File: src/rtl/fetch_unit_if.sv
// fetch_unit_if: instruction-memory request/response bus (req/ready handshake, rvalid return).
interface fetch_unit_if;
  logic        req;
  logic [31:0] addr;
  logic        ready;
  logic        rvalid;
  logic [31:0] rdata;
  modport master (output req, addr, input ready, rvalid, rdata);
  modport slave  (input req, addr, output ready, rvalid, rdata);
endinterface

File: src/rtl/fetch_unit.sv
// fetch_unit: RV32I fetch stage owning the PC, one outstanding imem read, IF/ID register with skid.
module fetch_unit #(
  parameter logic [31:0] RESET_PC = 32'h0000_0000,
  parameter logic [31:0] NOP_INST = 32'h0000_0013
) (
  input  logic                clk,
  input  logic                reset,
  fetch_unit_if.master        imem,
  input  logic                stall,
  input  logic                redirect,
  input  logic [31:0]         redirect_pc,
  output logic [31:0]         inst_code,
  output logic [31:0]         inst_pc,
  output logic                inst_valid
);
  typedef enum logic [1:0] {S_FETCH, S_WAIT, S_HOLD, S_DRAIN} state_t;
  state_t      r_state;
  logic [31:0] r_pc, r_code, r_ipc, r_skid_code, r_skid_pc;
  logic        r_valid, r_skid_valid;
  assign imem.req   = (r_state == S_FETCH) && !reset;
  assign imem.addr  = r_pc;
  assign inst_code  = r_code;
  assign inst_pc    = r_ipc;
  assign inst_valid = r_valid;
  always_ff @(posedge clk) begin
    if (reset) begin
      r_state      <= S_FETCH;
      r_pc         <= RESET_PC;
      r_code       <= NOP_INST;
      r_ipc        <= 32'd0;
      r_valid      <= 1'b0;
      r_skid_code  <= NOP_INST;
      r_skid_pc    <= 32'd0;
      r_skid_valid <= 1'b0;
    end else if (redirect) begin
      // A request already in flight must have its response swallowed in DRAIN
      r_pc         <= redirect_pc & ~32'd3;
      r_code       <= NOP_INST;
      r_valid      <= 1'b0;
      r_skid_valid <= 1'b0;
      r_state      <= ((r_state == S_WAIT && !imem.rvalid) || r_state == S_DRAIN) ? S_DRAIN : S_FETCH;
    end else begin
      if (!stall) begin
        r_valid <= 1'b0;
        r_code  <= NOP_INST;
      end
      case (r_state)
        S_FETCH: if (imem.ready) r_state <= S_WAIT;
        S_WAIT: if (imem.rvalid) begin
          r_pc <= r_pc + 32'd4;
          if (stall && r_valid) begin
            r_skid_code  <= imem.rdata;
            r_skid_pc    <= r_pc;
            r_skid_valid <= 1'b1;
            r_state      <= S_HOLD;
          end else begin
            r_code  <= imem.rdata;
            r_ipc   <= r_pc;
            r_valid <= 1'b1;
            r_state <= S_FETCH;
          end
        end
        S_HOLD: if (!stall) begin
          r_code       <= r_skid_code;
          r_ipc        <= r_skid_pc;
          r_valid      <= r_skid_valid;
          r_skid_valid <= 1'b0;
          r_state      <= S_FETCH;
        end
        S_DRAIN: if (imem.rvalid) r_state <= S_FETCH;
        default: r_state <= S_FETCH;
      endcase
    end
  end
endmodule

File: src/flat_wrapper.sv
// flat-port wrapper written by rule: the top's interface ports become plain ports
module fetch_unit_flat 
#(
  parameter logic [31:0] RESET_PC = 32'h0000_0000,
  parameter logic [31:0] NOP_INST = 32'h0000_0013
)
  (clk, reset, stall, redirect, redirect_pc, inst_code, inst_pc, inst_valid, imem_req, imem_addr, imem_ready, imem_rvalid, imem_rdata);
  fetch_unit_if imem_i ();
  input  logic clk;
  input  logic reset;
  input  logic stall;
  input  logic redirect;
  input  logic [31:0] redirect_pc;
  output logic [31:0] inst_code;
  output logic [31:0] inst_pc;
  output logic inst_valid;
  output wire logic [$bits(imem_i.req)-1:0] imem_req;
  output wire logic [$bits(imem_i.addr)-1:0] imem_addr;
  input wire logic [$bits(imem_i.ready)-1:0] imem_ready;
  input wire logic [$bits(imem_i.rvalid)-1:0] imem_rvalid;
  input wire logic [$bits(imem_i.rdata)-1:0] imem_rdata;
  assign imem_req = imem_i.req;
  assign imem_addr = imem_i.addr;
  assign imem_i.ready = imem_ready;
  assign imem_i.rvalid = imem_rvalid;
  assign imem_i.rdata = imem_rdata;
  fetch_unit #(.RESET_PC(RESET_PC), .NOP_INST(NOP_INST)) u_core (.clk(clk), .reset(reset), .imem(imem_i), .stall(stall), .redirect(redirect), .redirect_pc(redirect_pc), .inst_code(inst_code), .inst_pc(inst_pc), .inst_valid(inst_valid));
endmodule
File: config.mk
export PLATFORM = sky130hd
export DESIGN_NAME = fetch_unit_flat
export DESIGN_NICKNAME = d
export VERILOG_FILES = /design/src/rtl/fetch_unit_if.sv /design/src/rtl/fetch_unit.sv /design/src/flat_wrapper.sv
export SDC_FILE = /design/constraint.sdc
export NUM_CORES = 1
export LEC_CHECK = 0
export ABC_AREA = 1
export BUFFER_PORTS_ARGS = -buffer_cell sky130_fd_sc_hd__buf_2
export CAP_MARGIN = 15
export CORE_ASPECT_RATIO = 0.6
export CORE_UTILIZATION = 49
export DETAILED_ROUTE_END_ITERATION = 10
export PLACE_DENSITY_LB_ADDON = 0.1
export SLEW_MARGIN = 40
export SYNTH_ARGS = -nofsm -noshare
export SYNTH_HDL_FRONTEND = slang
export SYNTH_SLANG_ARGS = --single-unit
File: constraint.sdc
create_clock -name clk -period 2 [get_ports clk]
set_clock_uncertainty 0.2 [all_clocks]
set_input_delay 0.4 -clock clk [delete_from_list [all_inputs] [get_ports clk]]
set_output_delay 0.4 -clock clk [all_outputs]
set_load 0.02 [all_outputs]
Yosys cells after proc, flatten, opt, wreduce, memory -nomap -nowiden
Index checks and enable logic that the tools add are counted.
{"block": "word_totals", "output_inout_bits": 98, "reg_bits": 164, "in_bits": 70}
{"block": "classes", "addsub": 1, "bitwise": 1, "n_mux": 29, "eq_ne": 11, "n_reduce_logical": 17}
{"operator": "2-to-1 mux 32 bit", "count": 10}
{"operator": "one-hot mux 32 bit (2 select lines)", "count": 2}
{"operator": "adder 32 x 3 -> 32 bit (second input constant)", "count": 1}
{"operator": "2-to-1 mux 2 bit", "count": 7}
{"operator": "!= test 3 bit (second input constant)", "count": 4}
{"operator": "AND reduction 4 bit", "count": 3}
{"operator": "!= test 2 bit (second input constant)", "count": 4}
{"operator": "one-hot mux 2 bit (4 select lines)", "count": 1}
{"operator": "2-to-1 mux 1 bit", "count": 7}
{"operator": "nonzero test 2 bit", "count": 3}
{"operator": "AND reduction 5 bit", "count": 1}
{"operator": "== test 2 bit (second input constant)", "count": 2}
{"operator": "one-hot mux 1 bit (2 select lines)", "count": 2}
{"operator": "AND reduction 2 bit", "count": 2}
{"operator": "logical AND 1 bit", "count": 3}
{"operator": "== test 2 x 1 -> 1 bit (second input constant)", "count": 1}
{"operator": "zero test 1 bit", "count": 2}
{"operator": "zero test 2 bit", "count": 1}
{"operator": "OR reduction 2 bit", "count": 1}
{"operator": "logical OR 1 bit", "count": 1}
{"operator": "inverter 1 bit", "count": 1}

Longest topological paths before layout
Gate-level depths: netlist (run 1).
{"block": "depth", "ltp_word": 5, "ltp_mapped": 10, "mapped_depth_nobuf": 10}

Worst setup path after synthesis (run 1)
No wires, ideal clock.
{"block": "synth_path", "path_type": "register -> register", "start": "register u_core.r_state[1]", "end": "register u_core.r_ipc[11] (netlist: u_core.inst_pc[11])", "required_ps": 1667, "setup_time_ps": 133, "synth_period_minus_slack_ps": 1913, "slack_ps": 87, "t_arrival_ps": 1580, "n_path_buf": 2, "path_stages_with_launch": 8, "path_cell_list": "dfxtp_1 inv_1 ha_1 clkbuf_1 nand2_1 nor3_4 clkbuf_1 a21oi_1"}
{"block": "synth_via", "elab_chain_cells": 3}
{"item": "start, declared", "line": "fetch_unit.sv:17", "rtl": "state_t r_state;"}
{"item": "start signal, assigned", "line": "fetch_unit.sv:41", "rtl": "r_state <= ((r_state == S_WAIT && !imem.rvalid) || r_state == S_DRAIN) ? S_DRAIN : S_FETCH;"}
{"item": "== test 2 x 1 -> 1 bit / == test 2 bit (equally long branches)", "line": "fetch_unit.sv:47", "rtl": "case (r_state)"}
{"item": "!= test 2 bit (no source line) / nonzero test 2 bit (equally long branches)"}
{"item": "AND reduction 5 bit (no source line)"}
{"item": "end signal, assigned", "line": "fetch_unit.sv:58", "rtl": "r_ipc <= r_pc;"}
{"item": "end signal, assigned", "line": "fetch_unit.sv:65", "rtl": "r_ipc <= r_skid_pc;"}
{"item": "end, declared", "line": "fetch_unit.sv:18", "rtl": "logic [31:0] r_pc, r_code, r_ipc, r_skid_code, r_skid_pc;"}
Several ways; a longest one is shown, not always the timed one.
A chain may end at the register's enable or synchronous reset.

Worst setup path in the final report (run 1)
{"block": "layout_path", "start": "register u_core.r_state[1]", "end": "register u_core.r_ipc[6] (netlist: u_core.inst_pc[6])"}
The elaborated chain is that of the path after synthesis.

==> impl_metrics.py, run 1 <==
metrics = {
    "logic_synthesis": {
        "synth_top_cell_area_share": 0.4091,
        "synth_area_sq_um": 7731,
        "synth_top_cell_by_area": "dfxtp_1",
        "ys_seq_area_frac": 0.4091,
        "netlist-cell-type-count": 37,
        "syn_inst": 1139,
        "yosys_warnings": 0,
        "yosys-top-cells-area": "dfxtp_1, nand2_1, o21ai_0, a21oi_1, nor2_1",
        "syn_area_per_cell_sq_um": 6.788,
        "ys_seq_elements": 158,
    },
    "global_routing": {
        "grt_overflow": 0,
        "grt_usage": 0.2915,
        "grt_start_max_net_pins": 82,
        "grt_pass1_vias": 7020,
        "grt_pass1_wl_um": 37170,
        "antenna_found_initial": 0,
    },
    "final_layout": {
        "final_cell_mix": "nand2_1, o21ai_0, buf_2",
        "area_growth_pct": 25.39,
        "final_area_sq_um": 9694,
        "multi_input_area_sq_um": 3936,
        "drive_above_1_share": 0.2096,
        "final_nets": 1374,
        "fillers": 1440,
        "fin_util": 0.6307,
        "regArea_sq_um": 3164,
        "n_antenna_cell": 0,
        "fin_cells": 1515,
        "final_common_cell": "nand2_1",
    },
    "route": {
        "dr.first_iter.drc_count": 876,
        "viasPerCell": 5.339,
        "ant_nets": 0,
        "drc": 0,
        "via_count": 8089,
        "drt-wirelength-per-cell_um": 15.81,
        "drt_wl_total_um": 23960,
        "first_pass_iters": 5,
    },
    "sta": {
        "fmax_mhz": 514.9,
        "setup_violations": 0,
        "worst_slack_ns": 0.05791,
        "maxSlewViolCount": 0,
        "hold_violations": 0,
        "rsz0062_at_grt": "yes",
        "period_minus_slack_ns": 1.942,
        "min_period_over_period": 0.9710,
    },
    "cts": {
        "htree_levels": 4,
        "clock_sinks": 158,
        "insertion_delay_ns": 0.42,
        "cts_buffers": 17,
        "clk_pin_slew_worst_paths_ns": 0.08,
        "clockRootBuffer": "clkbuf_16",
        "cts.path.max_buffers": 2,
        "cts_tree": "yes",
    },
    "power_and_ir_drop": {
        "p_sw_mw": 2.636,
        "ir_drop_mv": 0.5655,
        "intPower_mw": 5.919,
        "sw_frac_of_total": 0.3081,
        "powerDensity_nw_per_um2": 882.5,
        "power_frac_comb": 0.184,
        "totalPowerFinal_mw": 8.555,
        "clkPwrFrac": 0.413,
        "seq_power_share": 0.403,
        "power_leakage_nw": 4.572,
    },
    "die": {
        "pin_count": 168,
        "core_sq_um": 15370,
        "num_rows": 35,
        "initial_core_util": 0.5030,
        "dieArea_sq_um": 16300,
        "die_w_um": 164.2,
        "die_h_um": 99.30,
    },
    "placed_design": {
        "dp.cells": 1476,
        "placedInstanceArea_sq_um": 8946,
        "gp_congestion": 0.9408,
        "post-place-ws_ns": 0.03467,
        "port_buffers": 161,
        "place.detailed.hpwl_um": 15720,
    },
    "setup_path": {
        "worstPathArrival_ns": 2.04,
        "critPathLaunchType": "flop",
        "critPathLaunch": "u_core.r_state[1]",
        "crit_type": "reg -> reg",
        "reg2regPathDepth": 9,
        "timing.rr.start": "u_core.r_state[1]",
        "crit_end": "u_core.inst_pc[6]",
        "crit_path_end_kind": "flop",
        "r2r_setup_slack_ns": 0.06,
        "crit_fanout": 15,
        "rr_endpoint": "u_core.inst_pc[6]",
        "required_ns": 2.10,
    },
    "status": {
        "outcome": "complete, no violations",
    },
    "run": {
        "maxCapViolations": 0,
    },
    "hold_path": {
        "worstHoldPathType": "in -> reg",
    },
}
==> timing repair <==
item	in CTS	in global routing
pin swaps	0	4
cloned	0	2
setup buffers	0	5
endpoints found under the setup margin	1	96
endpoints found under the hold margin	0	0
hold buffers	0	0
gates resized for setup	2	9
==> flip-flops by register name, summed over array words and instances (netlist names) <==
register             cells
u_core.inst_valid        1
u_core.r_skid_pc        30
u_core.r_skid_code      32
u_core.inst_code        32
u_core.r_skid_valid      1
u_core.inst_pc          30
u_core.imem.addr        30
u_core.r_state           2
==> kinds of logic after synthesis <==
group / share of synthesized area
adder cells (fa/ha/maj): 0.008092
flip-flops: 0.4091
AO/OA/AOI/OAI: 0.2442
buffers and inverters: 0.08917
XOR/XNOR: 0.009063
AND/OR/NAND/NOR: 0.2230
multiplexers: 0.01683
other: 0.0004850
==> worst max-delay path, stage by stage (launching register included) <==
cell     delay, ns
dfxtp_1       0.35
inv_2         0.06
ha_2          0.20
buf_4         0.15
nand2_1       0.07
nand2_1       0.08
nor3_4        0.22
buf_4         0.20
buf_6         0.21
a21oi_1       0.09
==> metal layers <==
layer / vias to the layer above / track usage / part of all wire
li1: 4094 / - / -
met1: 3638 / 0.4547 / 0.50
met2: 347 / 0.3895 / 0.39
met3: 10 / 0.07923 / 0.11
met4: 0 / 0.06125 / 0.0052
met5: - / 0 / 0
==> Yosys cell counts <==
library cell  number
nand2_1          235
o21ai_0          174
dfxtp_1          158
nor2_1           140
a21oi_1          120
inv_1             88
clkbuf_1          46
a31oi_1           40
nand3_1           37
buf_2             26
mux2i_1           13
xor2_1             6
ha_1               5
o21ai_1            5
a22o_1             4
buf_4              4
inv_2              4
nor2_4             4
o31ai_1            4
buf_1              3
o211ai_1           3
a22oi_1            2
nand2_2            2
o21a_1             2
xnor2_1            2
and3_1             1
conb_1             1
nand3b_1           1
nand4_1            1
nor2_2             1
nor2_8             1
nor3_1             1
nor3_4             1
o211a_1            1
o21bai_1           1
o22ai_1            1
or2_2              1
==> worst min path at each step <==
stage / from / end / slack [ns] / depth (start not counted)
final: imem_rdata[21] / u_core.r_skid_code[21] / 0.02 / 3
after global routing: imem_rdata[10] / u_core.r_skid_code[10] / 0.02 / 3
after CTS: imem_rdata[21] / u_core.r_skid_code[21] / 0.005 / 3
after detailed placement: u_core.r_skid_code[25] / u_core.r_skid_code[25] / 0.24 / 2
after global placement: u_core.r_skid_code[25] / u_core.r_skid_code[25] / 0.24 / 2
after floorplan: u_core.r_skid_code[13] / u_core.r_skid_code[13] / 0.22 / 2
==> area by class of cell <==
class                      instances  share of cell area
clock inverter                    14             0.01988
clock buffer                      18             0.04530
timing repair buffer             217              0.1406
multi-input combinational        813              0.4060
inverter                          92             0.03562
sequential                       158              0.3264
tap                              203             0.02620
==> per-stage QoR <==
step                       TNS, ns  hold slack (ns)
after CTS                        0         0.004956
after global placement           0           0.2360
after floorplan                  0           0.2244
after detailed placement         0           0.2406
after global routing      -0.02127          0.01522
final                            0          0.01542
==> power by group through the flow <==
stage | clock, mW | combinational [mW] | sequential (mW)
2_1_floorplan | 0 | 0.710 | 3.72
3_3_place_gp | 0 | 1.48 | 3.51
3_5_place_dp | 0 | 1.49 | 3.51
4_1_cts | 3.58 | 1.50 | 3.44
5_1_grt | 3.71 | 1.72 | 3.47
6_report | 3.53 | 1.58 | 3.45
Power figures use the tool's default switching activity.
==> run 2: changes to the inputs <==
--- a/config.mk
+++ b/config.mk
@@ -11,6 +11,7 @@
 export CORE_ASPECT_RATIO = 0.6
 export CORE_UTILIZATION = 49
 export DETAILED_ROUTE_END_ITERATION = 10
+export GPL_TIMING_DRIVEN = 0
 export PLACE_DENSITY_LB_ADDON = 0.1
 export SLEW_MARGIN = 40
 export SYNTH_ARGS = -nofsm -noshare
==> constraint.sdc (replaced) <==
create_clock -name clk -period 1.6 [get_ports clk]
set_clock_uncertainty 0.2 [all_clocks]
set_input_delay 0.32 -clock clk [delete_from_list [all_inputs] [get_ports clk]]
set_output_delay 0.32 -clock clk [all_outputs]
set_load 0.02 [all_outputs]
==> run 2 against run 1 <==
  * Largest power group unchanged
  * The flow now finishes with violations (negative setup slack)
  * Critical path depth stayed put
  * Global-route usage is 6.6 points higher
  * Count of clock-buffer cells in the layout down 1
==> impl_metrics.py, run 2 (synthesis results as in run 1) <==
metrics = {
    "status": {
        "outcome": "finished, violations left",
        "violations": "negative setup slack",
    },
    "sta": {
        "period_minus_slack_ns": 1.878,
        "whs_ns": 0.01265,
        "fin_setup_tns_ns": -24.86,
        "fmax_mhz": 532.6,
        "worst_slack_ns": -0.2776,
        "min_period_over_period": 1.173,
        "setup_violations": 151,
        "tightest_slew_ns": 0.7574,
        "rsz0062_at_grt": "yes",
        "slew-limit-headroom": 0.4951,
        "hold_violations": 0,
        "maxSlewViolCount": 0,
    },
    "route": {
        "drt_wl_total_um": 29830,
        "first_pass_iters": 7,
        "drt-wirelength-per-cell_um": 18.53,
        "ant_nets": 0,
        "dr.first_iter.drc_count": 1056,
        "viasPerCell": 5.650,
        "drc": 0,
        "via_count": 9096,
    },
    "final_layout": {
        "regArea_sq_um": 3221,
        "final_cell_mix": "nand2_1, buf_2, dfxtp_1",
        "final_common_cell": "nand2_1",
        "final_area_sq_um": 11230,
        "area_growth_pct": 45.30,
        "fin_cells": 1610,
        "n_antenna_cell": 0,
        "multi_input_area_sq_um": 4438,
        "fillers": 1225,
        "drive_above_1_share": 0.2942,
        "final_nets": 1469,
    },
    "global_routing": {
        "antenna_found_initial": 0,
        "grt_start_max_net_pins": 17,
        "grt_usage": 0.3570,
        "grt_pass1_vias": 8056,
        "grt_overflow": 0,
        "grt_pass1_wl_um": 44160,
    },
    "cts": {
        "insertion_delay_ns": 0.43,
        "clock_sinks": 158,
        "cts_tree": "yes",
        "clk_pin_slew_worst_paths_ns": 0.07,
        "clockRootBuffer": "clkbuf_16",
        "htree_levels": 4,
        "cts_buffers": 17,
        "cts.path.max_buffers": 2,
    },
    "power_and_ir_drop": {
        "totalPowerFinal_mw": 11.76,
        "powerDensity_nw_per_um2": 1047,
        "ir_drop_mv": 0.7322,
        "power_leakage_nw": 5.096,
    },
    "hold_path": {
        "whs_path_depth": 3,
        "worstHoldPathType": "in -> reg",
    },
    "setup_path": {
        "critPathLaunchType": "flop",
        "crit_path_end_kind": "flop",
        "crit_type": "reg -> reg",
        "reg2regPathDepth": 9,
        "required_ns": 1.75,
        "crit_fanout": 9,
        "worstPathArrival_ns": 2.03,
    },
    "die": {
        "die_w_um": 164.2,
        "dieArea_sq_um": 16300,
        "num_rows": 35,
        "die_h_um": 99.30,
        "initial_core_util": 0.5030,
        "core_sq_um": 15370,
        "pin_count": 168,
    },
    "placed_design": {
        "dp.cells": 1505,
        "port_buffers": 160,
        "place.detailed.hpwl_um": 19690,
        "placedInstanceArea_sq_um": 8987,
        "gp_congestion": 0.9602,
    },
    "run": {
        "maxCapViolations": 0,
    },
}
[run 2: path summary, 6_finish.rpt]
path	from	end	slack (ns)
setup / recovery	u_core.r_state[1]	u_core.inst_pc[11]	-0.28
hold / removal	imem_rdata[1]	u_core.r_skid_code[1]	0.01
setup reg to reg	u_core.r_state[1]	u_core.inst_pc[11]	-0.28
hold reg to reg	u_core.r_skid_code[23]	u_core.r_skid_code[23]	0.26
[run 2: power breakdown]
part	total, mW	internal, mW	switching (mW)
logic	2.83	1.17	1.66
clock network	4.57	2.68	1.89
registers	4.36	4.16	0.199
[run 2: what timing repair did]
item | 4_1_cts | 5_1_grt
buffers inserted | 18 | 11
hold buffers | 38 | 1
hold endpoints to repair | 38 | 1
cloned | 5 | 3
pin swaps | 22 | 28
setup endpoints to repair | 167 | 165
resized for setup | 138 | 136
[run 2: layer usage]
metal | GRT usage | routed length [um] | share of wire | vias up
met3 | 0.1109 | 4006 | 0.13 | 54
li1 | - | - | - | 4284
met5 | 0 | 0 | 0 | -
met1 | 0.5477 | 13690 | 0.46 | 4162
met2 | 0.4729 | 11640 | 0.39 | 596
met4 | 0.08618 | 497 | 0.017 | 0
[run 2: area by class of cell]
class,count,share of cell area
Multi-Input combinational cell,813,0.3951
Sequential cell,158,0.2867
Timing Repair Buffer,236,0.1494
Buffer,76,0.05603
Clock buffer,17,0.03787
Inverter,92,0.03230
Tap cell,203,0.02261
Clock inverter,15,0.02005
[run 2: stage by stage]
stage | utilization | setup slack [ns]
floorplan | - | -0.1504
global placement | 0.5847 | -0.6542
detailed placement | 0.5847 | -0.6998
CTS | 0.6909 | -0.2314
global route | 0.7308 | -0.3531
finish | 0.7308 | -0.2776
[run 2: worst max-delay path: stages (launching register included)]
cell	delay [ns]
dfxtp_4	0.39
inv_4	0.05
ha_4	0.27
clkbuf_16	0.14
nand2_4	0.05
nor3_4	0.16
buf_12	0.20
clkbuf_16	0.15
o21ai_1	0.05
a21oi_1	0.15
==> run 3: changes to the inputs <==
--- a/config.mk
+++ b/config.mk
@@ -13,7 +13,8 @@
 export DETAILED_ROUTE_END_ITERATION = 10
 export GPL_TIMING_DRIVEN = 0
 export PLACE_DENSITY_LB_ADDON = 0.1
-export SLEW_MARGIN = 40
+export SETUP_SLACK_MARGIN = 0.02
+export SLEW_MARGIN = 20
 export SYNTH_ARGS = -nofsm -noshare
 export SYNTH_HDL_FRONTEND = slang
 export SYNTH_SLANG_ARGS = --single-unit
==> constraint.sdc (replaced) <==
create_clock -name clk -period 1.6 [get_ports clk]
set_clock_uncertainty 0.2 [all_clocks]
set_input_delay 0.24 -clock clk [delete_from_list [all_inputs] [get_ports clk]]
set_output_delay 0.24 -clock clk [all_outputs]
set_load 0.02 [all_outputs]
==> run 3 against run 2 <==
  * Non-clock buffer count up 55
  * The run still ends with negative setup slack left
  * Critical endpoint is now u_core.imem.addr[12]
  * Worst hold slack better by 0.014 ns
  * Largest cell class unchanged
  * Power down 1.7%
  * Combinational power up 5%
  * Largest power group is now registers
  * Fmax down 3.7%
  * Die area unchanged
==> impl_metrics.py, run 3 (synthesis results as in run 1) <==
metrics = {
    "setup_path": {
        "rr_endpoint": "u_core.imem.addr[12]",
        "crit_fanout": 4,
        "crit_type": "reg -> reg",
        "worstPathArrival_ns": 2.12,
        "required_ns": 1.77,
        "slowest_stage": "dfxtp_4",
        "timing.rr.start": "u_core.imem.addr[2]",
        "cp_common_cell": "nor2_4",
        "path_cells": "ha_4 -> nand2_4 -> nor2_4 -> buf_12 -> nand2_8 -> nor2_4 -> xor2_1 -> nand2_1 -> a21oi_2",
        "crit_buf_inv": 1,
        "crit_path_end_kind": "flop",
        "critPathLaunchType": "flop",
        "crit_end": "u_core.imem.addr[12]",
        "r2r_setup_slack_ns": -0.35,
        "cp_num_cells": 9,
        "reg2regPathDepth": 9,
        "slowest_delay_ns": 0.39,
        "critPathLaunch": "u_core.imem.addr[2]",
        "path_delay_family": "simple AND/OR/NAND/NOR gates",
    },
    "final_layout": {
        "area_growth_pct": 59.72,
        "fillers": 1001,
        "final_common_cell": "nand2_1",
        "drive_above_1_share": 0.3755,
        "final_cell_mix": "nand2_1, buf_2, dfxtp_1",
        "final_nets": 1524,
        "final_area_sq_um": 12350,
        "n_antenna_cell": 0,
    },
    "die": {
        "dieArea_sq_um": 16300,
        "die_h_um": 99.30,
        "num_rows": 35,
        "die_w_um": 164.2,
        "initial_core_util": 0.5030,
        "core_sq_um": 15370,
        "pin_count": 168,
    },
    "cts": {
        "clock_sinks": 158,
        "cts.path.max_buffers": 2,
        "htree_levels": 4,
        "cts_tree": "yes",
        "clk_pin_slew_worst_paths_ns": 0.08,
        "cts_buffers": 17,
        "clockRootBuffer": "clkbuf_16",
        "insertion_delay_ns": 0.44,
    },
    "route": {
        "drc": 0,
        "met2_length_um": 13590,
        "wl_met3_um": 5256,
        "wl_met1_um": 13770,
        "first_pass_iters": 9,
        "drt-wirelength-per-cell_um": 20.29,
        "viasPerCell": 5.978,
        "dr.max_layer_used": "met4",
        "drt_wl_total_um": 33780,
        "via_count": 9953,
        "ant_nets": 0,
        "dr.first_iter.drc_count": 1617,
    },
    "hold_path": {
        "worstHoldPathType": "in -> reg",
        "whs_path_depth": 4,
    },
    "sta": {
        "period_minus_slack_ns": 1.949,
        "min_period_over_period": 1.218,
        "worst_slack_ns": -0.3492,
        "rsz0062_at_grt": "yes",
        "slew-limit-headroom": 0.3351,
        "maxSlewViolCount": 0,
        "setup_violations": 146,
        "tightest_slew_ns": 0.9974,
        "whs_ns": 0.02616,
        "hold_violations": 0,
        "fmax_mhz": 513.0,
    },
    "placed_design": {
        "gp_congestion": 0.9462,
        "port_buffers": 160,
        "placedInstanceArea_sq_um": 9005,
        "place.detailed.hpwl_um": 19390,
    },
    "global_routing": {
        "grt_overflow": 0,
        "antenna_found_initial": 0,
        "grt_usage": 0.3667,
        "grt_pass1_wl_um": 45610,
        "grt_pass1_vias": 8370,
        "grt_start_max_net_pins": 19,
    },
    "power_and_ir_drop": {
        "ir_drop_mv": 0.7865,
        "powerDensity_nw_per_um2": 935.9,
        "power_leakage_nw": 5.440,
        "totalPowerFinal_mw": 11.56,
    },
    "run": {
        "maxCapViolations": 0,
    },
    "status": {
        "violations": "negative setup slack",
        "outcome": "finished, violations left",
    },
}
-- run 3: cell types whose count changed in the layout (fill, tap and decap cells not counted), sizes merged --
cell	delta
clkbuf	+3
clkinv	+4
inv	-1
bufinv	-4
bufbuf	+1
clkinvlp	+1
buf	+29
dlygate4sd3	+22
-- run 3: routing by layer --
metal,vias up,track usage
met4,0,0.08689
met1,4579,0.5514
met3,148,0.1222
li1,4410,-
met5,-,0
met2,816,0.4940
-- run 3: tightest hold or removal path, cell delays in order --
cell and delay [ns]:
buf_2 0.08, a22o_1 0.14, inv_2 0.05, a21oi_2 0.11
-- run 3: worst min-delay path by stage --
| stage | slack [ns] | to | startpoint |
|---|---|---|---|
| final | 0.03 | u_core.imem.addr[12] | redirect_pc[12] |
| after global routing | 0.05 | u_core.imem.addr[12] | redirect_pc[12] |
| after CTS | 0.03 | u_core.imem.addr[12] | redirect_pc[12] |
| after detailed placement | 0.24 | u_core.r_skid_code[25] | u_core.r_skid_code[25] |
| after global placement | 0.24 | u_core.r_skid_code[25] | u_core.r_skid_code[25] |
| after floorplan | 0.17 | u_core.r_skid_code[10] | imem_rdata[10] |
-- run 3: where the power goes --
group / leakage [nW] / internal, mW / switching (mW) / total, mW
clock network: 0.289 / 2.11 / 2.09 / 4.20
logic: 3.85 / 1.22 / 1.76 / 2.98
registers: 1.30 / 4.16 / 0.218 / 4.37
-- run 3: final cells by class --
| type | count | area (sq um) | area share |
|---|---|---|---|
| plain buffers | 76 | 686.9 | 0.05563 |
| clock buffers | 17 | 425.4 | 0.03445 |
| clock inverters | 15 | 170.2 | 0.01378 |
| inverters | 92 | 374.1 | 0.03030 |
| multi-input cells | 813 | 4865 | 0.3940 |
| flip-flops and latches | 158 | 3228 | 0.2614 |
| well taps | 203 | 254.0 | 0.02057 |
| repair buffers | 291 | 2345 | 0.1899 |
-- run 3: timing repair --
action | 4_1_cts | 5_1_grt
endpoints found under the hold margin | 92 | 0
pin swaps | 20 | 55
setup buffers | 30 | 27
cloned | 5 | 12
endpoints found under the setup margin | 163 | 161
gates resized for setup | 198 | 252
hold buffers | 61 | 0
-- run 3: through the flow --
step	cells	setup TNS [ns]	util	worst slack [ns]
final	1665	-31.09	0.8033	-0.3492
after global routing	1665	-38.86	0.8033	-0.4124
after CTS	1631	-19.31	0.7228	-0.2250
after detailed placement	1505	-62.73	0.5858	-0.5962
after global placement	1505	-61.52	0.5858	-0.5515
after floorplan	1142	-9.178	-	-0.1504
